File: config.mk
export PLATFORM = sky130hd
export DESIGN_NAME = fixed_weight_tile_source_flat
export DESIGN_NICKNAME = d
export VERILOG_FILES = /design/src/rtl/weight_streaming_pkg.sv /design/src/rtl/fixed_weight_tile_source_if.sv /design/src/rtl/weight_tile_ram.sv /design/src/rtl/fixed_weight_tile_source.sv /design/src/flat_wrapper.sv
export SDC_FILE = /design/constraint.sdc
export NUM_CORES = 1
export LEC_CHECK = 0
export CAP_MARGIN = 20
export CELL_PAD_IN_SITES_DETAIL_PLACEMENT = 0
export CELL_PAD_IN_SITES_GLOBAL_PLACEMENT = 1
export CORE_AREA = 2 2 196 343
export CTS_BUF_LIST = sky130_fd_sc_hd__clkbuf_8
export DETAILED_ROUTE_END_ITERATION = 16
export DIE_AREA = 0 0 198 345
export PLACE_DENSITY_LB_ADDON = 0.05
export SETUP_SLACK_MARGIN = 0.4
export SLEW_MARGIN = 20
export SYNTH_ARGS = -nofsm -noshare
export SYNTH_HDL_FRONTEND = slang
export SYNTH_SLANG_ARGS = --single-unit
File: constraint.sdc
create_clock -name clk -period 16 [get_ports clk]
set_input_delay 2.4 -clock clk [delete_from_list [all_inputs] [get_ports clk]]
set_output_delay 2.4 -clock clk [all_outputs]
set_load 0.01 [all_outputs]
File: src/rtl/weight_streaming_pkg.sv
// ============================================================================
//  Module      : weight_streaming_pkg
//  Description : Shared types and sizing helpers for the fixed weight tile
//                source (state encoding, tile depth, pointer width).
//  Revision    : 1.0 - initial release
// ============================================================================
`default_nettype none

package weight_streaming_pkg;

    // Controller states: waiting for a tensor, holding one, replaying it
    typedef enum logic [1:0] {
        WTS_EMPTY  = 2'd0,
        WTS_LOADED = 2'd1,
        WTS_STREAM = 2'd2
    } wts_state_t;

    // Number of tiles needed to cover the tensor
    function automatic int calc_depth(input int t0, input int t1,
                                      input int p0, input int p1);
        return (t0 / p0) * (t1 / p1);
    endfunction

    // Address width for a tile store of the given depth (never below 1 bit)
    function automatic int calc_ptr_width(input int depth);
        return (depth > 1) ? $clog2(depth) : 1;
    endfunction

endpackage

`default_nettype wire

File: src/rtl/fixed_weight_tile_source_if.sv
// ============================================================================
//  Module      : fixed_weight_tile_source_if
//  Description : Load port, replay control and output stream of the fixed
//                weight tile source. master = controller/consumer side,
//                slave = the tile source itself.
//  Revision    : 1.0 - initial release
// ============================================================================
`default_nettype none

interface fixed_weight_tile_source_if #(
    parameter int PRECISION_0 = 8,
    parameter int ELEMS       = 8,
    parameter int PASS_WIDTH  = 16
) ();

    logic [ELEMS-1:0][PRECISION_0-1:0] load_data;
    logic                              load_valid;
    logic                              load_ready;
    logic                              clear;
    logic                              start;
    logic [PASS_WIDTH-1:0]             num_passes;
    logic                              busy;
    logic                              done;
    logic [ELEMS-1:0][PRECISION_0-1:0] weight;
    logic                              weight_valid;
    logic                              weight_ready;

    modport master (
        output load_data, load_valid, clear, start, num_passes, weight_ready,
        input  load_ready, busy, done, weight, weight_valid
    );

    modport slave (
        input  load_data, load_valid, clear, start, num_passes, weight_ready,
        output load_ready, busy, done, weight, weight_valid
    );

endinterface

`default_nettype wire

File: src/rtl/weight_tile_ram.sv
// ============================================================================
//  Module      : weight_tile_ram
//  Description : Simple dual-port tile store, one write port and one
//                registered read port. Storage is not reset.
//  Revision    : 1.0 - initial release
// ============================================================================
`default_nettype none

module weight_tile_ram #(
    parameter int WIDTH  = 64,
    parameter int DEPTH  = 8,
    parameter int ADDR_W = 3
) (
    input  logic              clk,
    input  logic              we,
    input  logic [ADDR_W-1:0] waddr,
    input  logic [WIDTH-1:0]  wdata,
    input  logic              re,
    input  logic [ADDR_W-1:0] raddr,
    output logic [WIDTH-1:0]  rdata
);

    logic [WIDTH-1:0] mem [DEPTH];

    // Write port
    always_ff @(posedge clk) begin
        if (we) begin
            mem[waddr] <= wdata;
        end
    end

    // Registered read port, data appears the cycle after re
    always_ff @(posedge clk) begin
        if (re) begin
            rdata <= mem[raddr];
        end
    end

endmodule

`default_nettype wire

File: src/rtl/fixed_weight_tile_source.sv
// ============================================================================
//  Module      : fixed_weight_tile_source
//  Description : Stores one weight/bias tensor as a sequence of tiles and
//                replays it a programmable number of times on a
//                valid/ready stream through a 2-entry skid FIFO.
//  Revision    : 1.0 - initial release
// ============================================================================
`default_nettype none

module fixed_weight_tile_source
    import weight_streaming_pkg::*;
#(
    parameter int WEIGHT_TENSOR_SIZE_DIM_0 = 8,
    parameter int WEIGHT_TENSOR_SIZE_DIM_1 = 8,
    parameter int WEIGHT_PARALLELISM_DIM_0 = 4,
    parameter int WEIGHT_PARALLELISM_DIM_1 = 2,
    parameter int WEIGHT_PRECISION_0       = 8,
    parameter int PASS_WIDTH               = 16
) (
    input  logic                      clk,
    input  logic                      rst,
    fixed_weight_tile_source_if.slave bus
);

    localparam int ELEMS = WEIGHT_PARALLELISM_DIM_0 * WEIGHT_PARALLELISM_DIM_1;
    localparam int DEPTH = calc_depth(WEIGHT_TENSOR_SIZE_DIM_0, WEIGHT_TENSOR_SIZE_DIM_1,
                                      WEIGHT_PARALLELISM_DIM_0, WEIGHT_PARALLELISM_DIM_1);
    localparam int PTR_W = calc_ptr_width(DEPTH);
    localparam int WIDTH = WEIGHT_PRECISION_0 * ELEMS;
    localparam logic [PTR_W-1:0] LAST_ADDR = PTR_W'(DEPTH - 1);

    wts_state_t            state;
    wts_state_t            state_nx;

    logic [PTR_W-1:0]      wr_ptr;
    logic [PTR_W-1:0]      rd_ptr;
    logic [PASS_WIDTH-1:0] pass_cnt;
    logic [PASS_WIDTH-1:0] passes;
    logic                  issuing;        // reads remain to be issued
    logic                  inflight;       // RAM output valid this cycle
    logic                  inflight_last;  // ... and it is the final tile
    logic                  done_q;

    logic [WIDTH-1:0]      ram_rdata;
    logic [1:0][WIDTH-1:0] fifo_data;
    logic [1:0]            fifo_last;
    logic                  head;
    logic                  tail;
    logic [1:0]            count;

    logic                  load_fire;
    logic                  load_final;
    logic                  pop;
    logic                  final_pop;
    logic                  issue;
    logic                  issue_last;
    logic                  start_ok;
    logic [2:0]            level_after;

    assign load_fire  = (state == WTS_EMPTY) && bus.load_valid;
    assign load_final = load_fire && (wr_ptr == LAST_ADDR);
    assign start_ok   = (state == WTS_LOADED) && !bus.clear && bus.start;

    assign pop        = (count != 2'd0) && bus.weight_ready;
    assign final_pop  = pop && fifo_last[head];
    assign issue_last = (rd_ptr == LAST_ADDR) && (pass_cnt == passes - PASS_WIDTH'(1));

    // Occupancy after this cycle's push/pop; counting the pop as freed space
    // is what lets a read go out every cycle while the consumer drains.
    assign level_after = {1'b0, count} + {2'b00, inflight} - {2'b00, pop};
    assign issue       = (state == WTS_STREAM) && issuing && (level_after < 3'd2);

    assign bus.done         = done_q;
    assign bus.weight_valid = (count != 2'd0);
    assign bus.weight       = fifo_data[head];

    // State register
    always_ff @(posedge clk or negedge rst) begin
        if (!rst) begin
            state <= WTS_EMPTY;
        end else begin
            state <= state_nx;
        end
    end

    // Next-state and state-decoded outputs
    always_comb begin
        state_nx       = state;
        bus.load_ready = 1'b0;
        bus.busy       = 1'b0;
        case (state)
            WTS_EMPTY: begin
                bus.load_ready = 1'b1;
                if (load_final) begin
                    state_nx = WTS_LOADED;
                end
            end
            WTS_LOADED: begin
                if (bus.clear) begin
                    state_nx = WTS_EMPTY;
                end else if (bus.start && (bus.num_passes != '0)) begin
                    state_nx = WTS_STREAM;
                end
            end
            WTS_STREAM: begin
                bus.busy = 1'b1;
                if (final_pop) begin
                    state_nx = WTS_LOADED;
                end
            end
            default: begin
                state_nx = WTS_EMPTY;
            end
        endcase
    end

    // Load write pointer, rewinds after the last tile
    always_ff @(posedge clk or negedge rst) begin
        if (!rst) begin
            wr_ptr <= '0;
        end else if (load_fire) begin
            wr_ptr <= load_final ? '0 : wr_ptr + PTR_W'(1);
        end
    end

    // Read issue sequencing across tiles and passes
    always_ff @(posedge clk or negedge rst) begin
        if (!rst) begin
            rd_ptr   <= '0;
            pass_cnt <= '0;
            passes   <= '0;
            issuing  <= 1'b0;
        end else if (start_ok && (bus.num_passes != '0)) begin
            rd_ptr   <= '0;
            pass_cnt <= '0;
            passes   <= bus.num_passes;
            issuing  <= 1'b1;
        end else if (issue) begin
            if (issue_last) begin
                issuing <= 1'b0;
            end
            if (rd_ptr == LAST_ADDR) begin
                rd_ptr   <= '0;
                pass_cnt <= pass_cnt + PASS_WIDTH'(1);
            end else begin
                rd_ptr <= rd_ptr + PTR_W'(1);
            end
        end
    end

    // Track the read in flight through the RAM output register
    always_ff @(posedge clk or negedge rst) begin
        if (!rst) begin
            inflight      <= 1'b0;
            inflight_last <= 1'b0;
        end else begin
            inflight      <= issue;
            inflight_last <= issue && issue_last;
        end
    end

    // Completion pulse: final tile accepted, or a zero-pass request
    always_ff @(posedge clk or negedge rst) begin
        if (!rst) begin
            done_q <= 1'b0;
        end else begin
            done_q <= final_pop || (start_ok && (bus.num_passes == '0));
        end
    end

    // Two-entry skid FIFO between the RAM and the output stream
    always_ff @(posedge clk or negedge rst) begin
        if (!rst) begin
            fifo_data <= '0;
            fifo_last <= '0;
            head      <= 1'b0;
            tail      <= 1'b0;
            count     <= 2'd0;
        end else begin
            if (inflight) begin
                fifo_data[tail] <= ram_rdata;
                fifo_last[tail] <= inflight_last;
                tail            <= ~tail;
            end
            if (pop) begin
                head <= ~head;
            end
            count <= count + {1'b0, inflight} - {1'b0, pop};
        end
    end

    weight_tile_ram #(
        .WIDTH  (WIDTH),
        .DEPTH  (DEPTH),
        .ADDR_W (PTR_W)
    ) u_ram (
        .clk   (clk),
        .we    (load_fire),
        .waddr (wr_ptr),
        .wdata (bus.load_data),
        .re    (issue),
        .raddr (rd_ptr),
        .rdata (ram_rdata)
    );

endmodule

`default_nettype wire
File: src/flat_wrapper.sv
// flat-port wrapper written by rule: the top's interface ports become plain ports
module fixed_weight_tile_source_flat import weight_streaming_pkg::*;
#(
    parameter int WEIGHT_TENSOR_SIZE_DIM_0 = 8,
    parameter int WEIGHT_TENSOR_SIZE_DIM_1 = 8,
    parameter int WEIGHT_PARALLELISM_DIM_0 = 4,
    parameter int WEIGHT_PARALLELISM_DIM_1 = 2,
    parameter int WEIGHT_PRECISION_0       = 8,
    parameter int PASS_WIDTH               = 16
)
  (clk, rst, bus_load_data, bus_load_valid, bus_clear, bus_start, bus_num_passes, bus_weight_ready, bus_load_ready, bus_busy, bus_done, bus_weight, bus_weight_valid);
  fixed_weight_tile_source_if #(.PASS_WIDTH(PASS_WIDTH)) bus_i ();
  input  logic clk;
  input  logic rst;
  input wire logic [$bits(bus_i.load_data)-1:0] bus_load_data;
  input wire logic [$bits(bus_i.load_valid)-1:0] bus_load_valid;
  input wire logic [$bits(bus_i.clear)-1:0] bus_clear;
  input wire logic [$bits(bus_i.start)-1:0] bus_start;
  input wire logic [$bits(bus_i.num_passes)-1:0] bus_num_passes;
  input wire logic [$bits(bus_i.weight_ready)-1:0] bus_weight_ready;
  output wire logic [$bits(bus_i.load_ready)-1:0] bus_load_ready;
  output wire logic [$bits(bus_i.busy)-1:0] bus_busy;
  output wire logic [$bits(bus_i.done)-1:0] bus_done;
  output wire logic [$bits(bus_i.weight)-1:0] bus_weight;
  output wire logic [$bits(bus_i.weight_valid)-1:0] bus_weight_valid;
  assign bus_i.load_data = bus_load_data;
  assign bus_i.load_valid = bus_load_valid;
  assign bus_i.clear = bus_clear;
  assign bus_i.start = bus_start;
  assign bus_i.num_passes = bus_num_passes;
  assign bus_i.weight_ready = bus_weight_ready;
  assign bus_load_ready = bus_i.load_ready;
  assign bus_busy = bus_i.busy;
  assign bus_done = bus_i.done;
  assign bus_weight = bus_i.weight;
  assign bus_weight_valid = bus_i.weight_valid;
  fixed_weight_tile_source #(.WEIGHT_TENSOR_SIZE_DIM_0(WEIGHT_TENSOR_SIZE_DIM_0), .WEIGHT_TENSOR_SIZE_DIM_1(WEIGHT_TENSOR_SIZE_DIM_1), .WEIGHT_PARALLELISM_DIM_0(WEIGHT_PARALLELISM_DIM_0), .WEIGHT_PARALLELISM_DIM_1(WEIGHT_PARALLELISM_DIM_1), .WEIGHT_PRECISION_0(WEIGHT_PRECISION_0), .PASS_WIDTH(PASS_WIDTH)) u_core (.clk(clk), .rst(rst), .bus(bus_i));
endmodule
## After elaboration in Yosys (flattened, before gate mapping)

Memories as Yosys holds them, arrays and structs flattened. A register that Yosys moved wholly into a read port is not among the register bits.
Index checks and enable logic that the tools add are counted.

| cells by class | value |
|---|---|
| magnitude comparators | 4 |
| multiplexer cells | 29 |
| equality and inequality tests | 8 |
| add/subtract/negate cells | 8 |
| reduce and logical (&&, ||, !) cells | 26 |
| bitwise operators | 2 |

Operator list:

| cell | count |
|---|---|
| 64-bit two-way mux | 3 |
| 128-bit bitwise mux | 1 |
| 64-bit demux with 1-bit select | 1 |
| 16-bit two-way mux | 3 |
| 16-bit by 1-bit adder with 16-bit output (second input constant) | 1 |
| 16-bit == test | 1 |
| 16-bit zero test | 1 |
| 16-bit nonzero test | 1 |
| 16-bit by 1-bit subtractor with 16-bit output (second input constant) | 1 |
| 1-bit logical AND | 14 |
| 3-bit two-way mux | 4 |
| 1-bit two-way mux | 10 |
| 2-bit two-way mux | 4 |
| 2-bit nonzero test | 4 |
| 3-bit by 1-bit adder with 3-bit output (second input constant) | 2 |
| 3-bit == test (second input constant) | 2 |
| 2-bit one-hot mux with 3 select lines | 1 |
| 1-bit by 2-bit < comparator with 1-bit output (second input constant) | 2 |
| 2-bit by 1-bit inequality test with 1-bit output (second input constant) | 2 |
| 2-bit AND reduction | 2 |
| 2-bit by 1-bit adder with 3-bit output | 1 |
| 3-bit by 2-bit < comparator with 1-bit output (second input constant) | 1 |
| 3-bit inequality test (second input constant) | 1 |
| 3-bit AND reduction | 1 |
| 12 further kinds | 13 |

| storage, ports and cells | value |
|---|---|
| output and inout port bits | 68 |
| memory bits (writable) | 512 |
| bits in registers | 178 |
| memories | 1 |
| input bits | 86 |
| word-level logic and storage cells | 93 |

Memory list:

| memory | words | bits a word | read ports | clocked after Yosys merged registers in | write ports | line | text |
|---|---|---|---|---|---|---|---|
| u_core.u_ram.mem | 8 | 64 | 1 | 1 | 1 | weight_tile_ram.sv:23 | `logic [WIDTH-1:0] mem [DEPTH];` |

## Depth between registers and ports, before layout

Gate-level depths: netlist of the first run.

| logic depth | value |
|---|---|
| word-level depth | 7 |
| depth in mapped cells | 15 |

## By module

Synthesis of the first run repeated with hierarchy kept, for this count alone.

| unflattened totals | value |
|---|---|
| cell total of the unflattened synthesis | 1481 |
| area, all modules | 29560.9 um2 |

Modules (own cells, without submodules):

| module | times used | cells each | area an instance (um2) |
|---|---|---|---|
| weight_tile_ram | 1 | 816 | 21187.8 |
| fixed_weight_tile_source | 1 | 665 | 8373.0 |

## Least setup slack after synthesis of the first run

OpenSTA, ideal clock, no wires.

| timing | value |
|---|---|
| kind | input to register |
| start | in bus_load_valid |
| end | mem u_core.u_ram.mem[0][0] (enable) |
| path buffers | 0 |
| cell stages on the path | 3 |
| setup time | 565 ps |
| arrival | 7183 ps |
| slack | 8252 ps |
| required time | 15435 ps |
| path through | nand2_1 > or2_2 > nor3_1 |

| on the way | value |
|---|---|
| cells in the longest elaborated chain, start to end | 3 |

Ends and longest elaborated chain:

| what | line | text |
|---|---|---|
| start: declaration | flat_wrapper.sv:16 | `input wire logic [$bits(bus_i.load_valid)-1:0] bus_load_valid;` |
| 1-bit logical AND | fixed_weight_tile_source.sv:60 | `assign load_fire = (state == WTS_EMPTY) && bus.load_valid;` |
| 1-bit two-way mux | weight_tile_ram.sv:27 | `if (we) begin` |
| 1-bit two-way mux (implied by the code) | weight_tile_ram.sv:28 | `mem[waddr] <= wdata;` |
| end: declaration | weight_tile_ram.sv:23 |  |

Every way passes these cells.

## Worst setup path in the final report of the first run

| timing | value |
|---|---|
| start | reg u_core.head |
| end | out bus_weight[58] |

| on the way | value |
|---|---|
| cells in the longest elaborated chain, start to end | 2 |

Ends and longest elaborated chain:

| what | line | text |
|---|---|---|
| start: declaration | fixed_weight_tile_source.sv:47 | `logic head;` |
| start signal: assignment | fixed_weight_tile_source.sv:186 | `head <= ~head;` |
| 64-bit two-way mux (implied by the code) (2 in a row) | fixed_weight_tile_source.sv:75 | `assign bus.weight = fifo_data[head];` |
| end: declaration | flat_wrapper.sv:24 | `output wire logic [$bits(bus_i.weight)-1:0] bus_weight;` |

Every way passes these cells. The select of a mux whose other input is x is not followed.

==> key figures, run 1 <==
Setup path
  – Capturing point of the worst reg2reg path: u_core.rd_ptr[2]
  – Reg-to-reg slack, setup: 12060 ps
  – Kind of critical path: reg2out
  – WP data required: 13600 ps
  – Worst r2r path cells: 14
  – Worst flop-to-flop path startpoint: u_core.count[1]
  – Worst Setup Start Kind: flip-flop
  – Worst Path Arrival: 3130 ps
  – Crit path capture type: output port
  – Maximum fanout count along the critical path: 34

Floorplan
  – Chip Width: 198 um
  – Initial standard-cell utilization of the core: 0.4455
  – Number of top-level design ports: 154
  – Die extent in y: 345 um
  – Core box area: 65840 sq um
  – # rows: 125
  – Area enclosed by the die boundary: 68310 sq um

Yosys
  – EDFF count, synth: 576
  – Most frequently used flop master after synthesis: edfxtp_1
  – Sequential area share after synthesis: 0.7415
  – Cell types with the highest counts after synthesis: edfxtp_1, mux2_2, dfrtp_1
  – Average footprint of a synthesized cell: 20.06 sq um
  – Dominant cells by area after synthesis: edfxtp_1, dfrtp_1, mux2_2
  – FFs w/ async S/R, synth: 0.2361
  – Count of unique library cells instantiated by Yosys: 47
  – Total of warnings raised by yosys: 0
  – Area leader, netlist: edfxtp_1
  – Synthesized net count: 1557
  – Count leader, synth: edfxtp_1
  – Post-Syn Instances: 1462
  – Number of register bits inferred by synthesis: 754
  – Cell area after synthesis: 29330 sq um
  – Area share of the largest cell type after synthesis: 0.5897

Timing
  – Post-route clock period utilization: 0.3458
  – Final hold violations: 0
  – RSZ-0062 raised after global routing: false
  – Final setup violation count: 0
  – Relative max-transition margin: 0.3495
  – Highest clock frequency the design can meet: 180.7 MHz
  – Worst Clk Skew: 28.50 ps
  – Tightest hold margin: 497.0 ps
  – Minimum period implied by the final worst setup slack: 5533 ps
  – Summed negative setup slack over all endpoints: 0 ps
  – Final Max Tran Viols: 0
  – Transition time at the pin with the least slew margin: 973.4 ps

Global route
  – Total overflow reported by the global router: 0
  – Total global routing track utilization: 0.1911
  – Global-route wire length before repair: 95780 um
  – Via count of the first global-routing pass: 15.68k
  – Maximum number of pins on one net before global-route repair: 107
  – Number of antenna violations at the first check in global routing: 5

Place
  – DP Area: 32000 sq um
  – Port Buffer Count: 153
  – Placer's final routability congestion estimate: 0.7447
  – HPWL Detailed: 35390 um

Clock tree
  – Sinks on the clock net: 754
  – Clk_lat worst skew: 730 ps
  – H-tree depth: 3
  – TritonCTS clock tree: done
  – Longest Clk Path Bufs: 3
  – Reg clk slew, reported paths: 60 ps
  – Number of buffers added for setup after CTS: 0
  – Hold-fix buffer count after cts: 0
  – Clock tree root driver cell: clkbuf_8
  – Number of clock buffers inserted by TritonCTS: 110
  – Resized Gates After CTS: 0

Drt
  – Number of design rule violations left after detail routing: 0
  – DRC marker count from the first detailed-route iteration: 704
  – Number of iterations in the first detailed-routing pass: 4
  – Detailed-route via count: 14.08k
  – Number of vias per cell: 5.264
  – Final routed wirelength across all metal layers: 63560 um
  – Remaining antenna violation count after routing: 0
  – Detail-routed net length per standard cell: 23.77 um

Finish
  – Area delta synth->final: 16.51%
  – Number of nets in the final layout: 1781
  – Fraction of final layout cells sized beyond drive strength 1: 0.3275
  – Cell area after layout: 34180 sq um

Min path
  – Destination of the worst hold path: u_core.fifo_data[15]
  – Hold-critical path depth: 1
  – Class of the worst hold path: reg2reg
  – Hold path startpoint: u_core.u_ram.rdata[15]

Pwr
  – Pleak: 0.01188 uW
  – Areal power density over the cells: 173.1 nW/um^2
  – Clock power share: 0.254
  – Peak VDD IR: 0.1287 mV
  – Sequential group share of total power: 0.460
  – Int Pwr: 4217 uW
  – Fraction of power spent switching nets: 0.2870
  – Switching power: 1698 uW
  – Share of total power in combinational logic: 0.286
  – Final Total Pwr: 5915 uW

Flow run
  – Max cap viols: 0

Outcome
  – Run status: complete, no violations
==> final cells by class <==
type | count | area (sq um)
diodes | 2 | 5.005
clock buffers | 120 | 1652
clock inverters | 89 | 518.0
fillers | 5382 | 31670
inverters | 12 | 45.04
multi-input cells | 633 | 7365
flip-flops and latches | 754 | 21770
well taps | 889 | 1112
repair buffers | 175 | 1713
==> how the worst max path moves through the flow <==
| stage | startpoint | depth (start not counted) | slack (ps) | to |
|---|---|---|---|---|
| 6_report | u_core.head | 3 | 10470 | bus_weight[58] |
| 5_1_grt | u_core.head | 3 | 10290 | bus_weight[58] |
| 4_1_cts | u_core.head | 3 | 10240 | bus_weight[58] |
| 3_5_place_dp | bus_weight_ready | 14 | 9920 | u_core.rd_ptr[1] |
| 3_3_place_gp | bus_weight_ready | 14 | 9910 | u_core.rd_ptr[1] |
| 2_1_floorplan | bus_load_valid | 3 | 8250 | u_core.u_ram.mem[0][0] |
==> kinds of logic after synthesis <==
logic type / after synthesis / share of synthesized area
adder cells (fa/ha/maj): 9 / 0.004095
AND/OR/NAND/NOR: 168 / 0.02819
multiplexers: 393 / 0.1997
AO/OA/AOI/OAI: 29 / 0.006441
flip-flops: 754 / 0.7415
buffers and inverters: 75 / 0.009896
XOR/XNOR: 34 / 0.01015
==> sequential cells by signal, summed over array words and instances, names as in the netlist, 3 cells and up <==
name and count:
u_core.u_ram.mem 512, u_core.fifo_data 128, u_core.u_ram.rdata 64, u_core.pass_cnt 16, u_core.passes 16, u_core.rd_ptr 3, u_core.wr_ptr 3
==> cells in the final DEF, fill, tap and decap left out, types with 18 or more instances in the layout <==
cell             synthesis  routed
clkbuf_8                 0     121
dfrtp_1                178     174
buf_4                    0      21
edfxtp_1               576     576
mux2_2                 258     258
clkinv_1                 0      18
mux4_2                 128     128
clkinv_2                 0      20
inv_1                   12      53
nand2_1                 67      66
nor2_1                  38      31
clkdlybuf4s50_1          0     152
==> critical path, stage by stage (launching register included) <==
cell and delay (ps):
dfrtp_4 820, buf_4 640, mux2_2 450, clkdlybuf4s50_1 510
==> per-stage QoR <==
| step | util | setup WS [ps] | std cells |
|---|---|---|---|
| detailed placement | 0.4860 | 9920 | 2463 |
| global route | 0.5190 | 10290 | 2673 |
| CTS | 0.5190 | 10240 | 2672 |
| floorplan | - | 8252 | 1462 |
| finish | 0.5190 | 10470 | 2674 |
| global placement | 0.4860 | 9911 | 2463 |
==> layer usage <==
metal	up-vias	wire length, um	global-route usage
met4	4	1271	0.06429
li1	6218	-	-
met5	-	24	0
met2	289	34670	0.3510
met3	85	2631	0.03584
met1	7481	24960	0.2220
==> power by group through the flow <==
stage / registers [uW] / clock network, uW / logic [uW]
after floorplan: 2610 / 0 / 1200
after global placement: 2760 / 0 / 1730
after detailed placement: 2770 / 0 / 1740
after CTS: 2730 / 1560 / 1750
after global routing: 2760 / 1630 / 1830
final: 2720 / 1500 / 1690
Power figures use the tool's default switching activity.
==> run 2: changes to the inputs <==
==> constraint.sdc (replaced) <==
create_clock -name clk -period 4.69 [get_ports clk]
set_input_delay 0.7035 -clock clk [delete_from_list [all_inputs] [get_ports clk]]
set_output_delay 0.7035 -clock clk [all_outputs]
set_load 0.01 [all_outputs]
==> run 2 against run 1 <==
Against the previous run: register-to-register slack worse by 11000 ps; clock power grew to 3.3 times the previous value; flip-flop and latch count unchanged; clock skew about the same; die area is the same; worst setup slack worse by 9300 ps; global-route usage fell by 0.090 points.
==> key figures, run 2 (synthesis results as in run 1) <==
Floorplan
  – Die extent in y: 345 um (unchanged)
  – # rows: 125 (unchanged)
  – Number of top-level design ports: 154 (unchanged)
  – Core box area: 65840 sq um (unchanged)
  – Initial standard-cell utilization of the core: 0.4455 (unchanged)
  – Chip Width: 198 um (unchanged)
  – Area enclosed by the die boundary: 68310 sq um (unchanged)

Finish
  – Highest-count cells in the layout ignoring fill and taps: edfxtp_1, mux2_2, dfrtp_1
  – Largest registers in the final layout: u_core.u_ram.mem x512, u_core.fifo_data x128, u_core.u_ram.rdata x64
  – Area delta synth->final: 17.19%
  – Number of nets in the final layout: 1787 (+0.34%)
  – Fraction of final layout cells sized beyond drive strength 1: 0.3331 (+0.005609)
  – Register containing the most flip-flops in the final layout: u_core.u_ram.mem
  – Commonest non-fill, non-tap cell in the layout: edfxtp_1
  – Number of flip-flops under the largest register name: 512 (unchanged)

Clock tree
  – Longest Clk Path Bufs: 3 (unchanged)
  – Clock tree root driver cell: clkbuf_8
  – Number of buffers added for setup after CTS: 0 (unchanged)
  – Reg clk slew, reported paths: 60 ps (about the same)
  – Clk_lat worst skew: 720 ps (about the same)
  – TritonCTS clock tree: done
  – H-tree depth: 3 (unchanged)
  – Number of clock buffers inserted by TritonCTS: 109 (-0.91%)
  – Sinks on the clock net: 754 (unchanged)

Timing
  – Final setup violation count: 0 (unchanged)
  – Post-route clock period utilization: 0.7482
  – Tightest hold margin: 481.8 ps (-15.17 ps)
  – Minimum period implied by the final worst setup slack: 3509 ps
  – Relative max-transition margin: 0.3717 (+0.02218)
  – Transition time at the pin with the least slew margin: 940.5 ps (-32.96 ps)
  – Final Max Tran Viols: 0 (unchanged)
  – Worst-case setup margin in the final layout: 1181 ps (-9286 ps)
  – Final hold violations: 0 (unchanged)
  – Highest clock frequency the design can meet: 285.0 MHz
  – RSZ-0062 raised after global routing: false
  – Worst Clk Skew: 28.02 ps (-0.4778 ps)

Setup path
  – Maximum fanout count along the critical path: 38 (+12%)
  – Kind of critical path: reg2out
  – Worst Path Arrival: 2810 ps (-320 ps)
  – Worst Setup Start Kind: flip-flop
  – Crit path capture type: output port
  – WP data required: 3990 ps (-9610 ps)

Global route
  – Maximum number of pins on one net before global-route repair: 98 (-8.4%)
  – Global-route wire length before repair: 95830 um (about the same)
  – Total overflow reported by the global router: 0 (unchanged)
  – Via count of the first global-routing pass: 15.89k (+1.3%)
  – Total global routing track utilization: 0.1902 (-0.0008968)
  – Number of antenna violations at the first check in global routing: 7 (+2)

Drt
  – DRC marker count from the first detailed-route iteration: 577 (-18%)
  – Number of design rule violations left after detail routing: 0 (unchanged)
  – Number of iterations in the first detailed-routing pass: 5 (+1)
  – Number of vias per cell: 5.278 (+0.26%)
  – Remaining antenna violation count after routing: 0 (unchanged)
  – Final routed wirelength across all metal layers: 63110 um (-0.71%)
  – Detailed-route via count: 14.13k (+0.38%)
  – Detail-routed net length per standard cell: 23.57 um (-0.82%)

Pwr
  – Peak VDD IR: 0.6507 mV (+410%)
  – Areal power density over the cells: 582.8 nW/um^2 (+240%)
  – Pleak: 0.01194 uW (+0.48%)

Min path
  – Class of the worst hold path: reg2reg

Outcome
  – Run status: complete, no violations

Place
  – HPWL Detailed: 35040 um (-1.0%)
  – Port Buffer Count: 153 (unchanged)
  – Placer's final routability congestion estimate: 0.7452 (about the same)
  – Worst setup timing slack at the placement stage: 878.2 ps (-9042 ps)

Flow run
  – Max cap viols: 0 (unchanged)
-- run 2: changes by cell type in the layout (fill, tap and decap cells not counted), moves of 3 or more --
| cell | before | now |
|---|---|---|
| buf_12 | 1 | 13 |
| buf_4 | 21 | 15 |
| bufinv_16 | 5 | 0 |
| clkbuf_8 | 121 | 125 |
| clkinv_1 | 18 | 12 |
| clkinv_2 | 20 | 13 |
| inv_1 | 53 | 58 |
| inv_2 | 0 | 3 |
-- run 2: final timing paths --
kind	startpoint	endpoint	slack [ps]	depth (start not counted)
worst max-delay path	u_core.head	bus_weight[17]	1180	3
worst min-delay path	u_core.u_ram.rdata[10]	u_core.fifo_data[74]	480	1
worst max register to register	u_core.count[0]	u_core.issuing	1510	15
worst min register to register	u_core.u_ram.rdata[10]	u_core.fifo_data[74]	480	1
max in group asynchronous	rst	u_core.fifo_data[27]	3140	3
min in group asynchronous	rst	u_core.passes[14]	560	2
-- run 2: area by class of cell --
class,count,area [sq um]
multi-input cells,633,7458
fillers,5376,31470
flip-flops and latches,754,21770
diodes,2,5.005
inverters,12,47.55
clock inverters,81,360.3
well taps,889,1112
repair buffers,182,1918
clock buffers,124,1707
-- run 2: stage by stage --
step	util	area, sq um	std cells	total power (uW)	setup TNS [ps]
floorplan	-	29430	1462	13040	-4446
global placement	0.4904	32290	2469	15360	0
detailed placement	0.4904	32290	2469	15420	0
CTS	0.5220	34370	2675	20450	0
global route	0.5221	34370	2677	21130	0
finish	0.5221	34370	2677	20030	0
-- run 2: report_power, final --
group / switching [uW] / total [uW] / internal (uW)
clock: 2480 / 4910 / 2430
sequential: 818 / 9290 / 8470
combinational: 2500 / 5840 / 3340
-- run 2: worst max-delay path, stage by stage, from the launching register on --
cell and delay (ps):
dfrtp_4 800, buf_12 340, mux2_2 380, clkdlybuf4s50_1 520
-- run 2: timing repair --
item / 4_1_cts / 5_1_grt
endpoints found under the setup margin: 0 / 0
endpoints found under the hold margin: 60 / 0
hold buffers: 1 / 0
resized for setup: 0 / 0
-- run 2: metal layers --
| metal | GRT usage | vias up | wire length (um) |
|---|---|---|---|
| met5 | 0 | - | 58 |
| met1 | 0.2196 | 7506 | 24690 |
| met4 | 0.05662 | 8 | 1187 |
| li1 | - | 6247 | - |
| met3 | 0.03906 | 96 | 2627 |
| met2 | 0.3518 | 273 | 34550 |
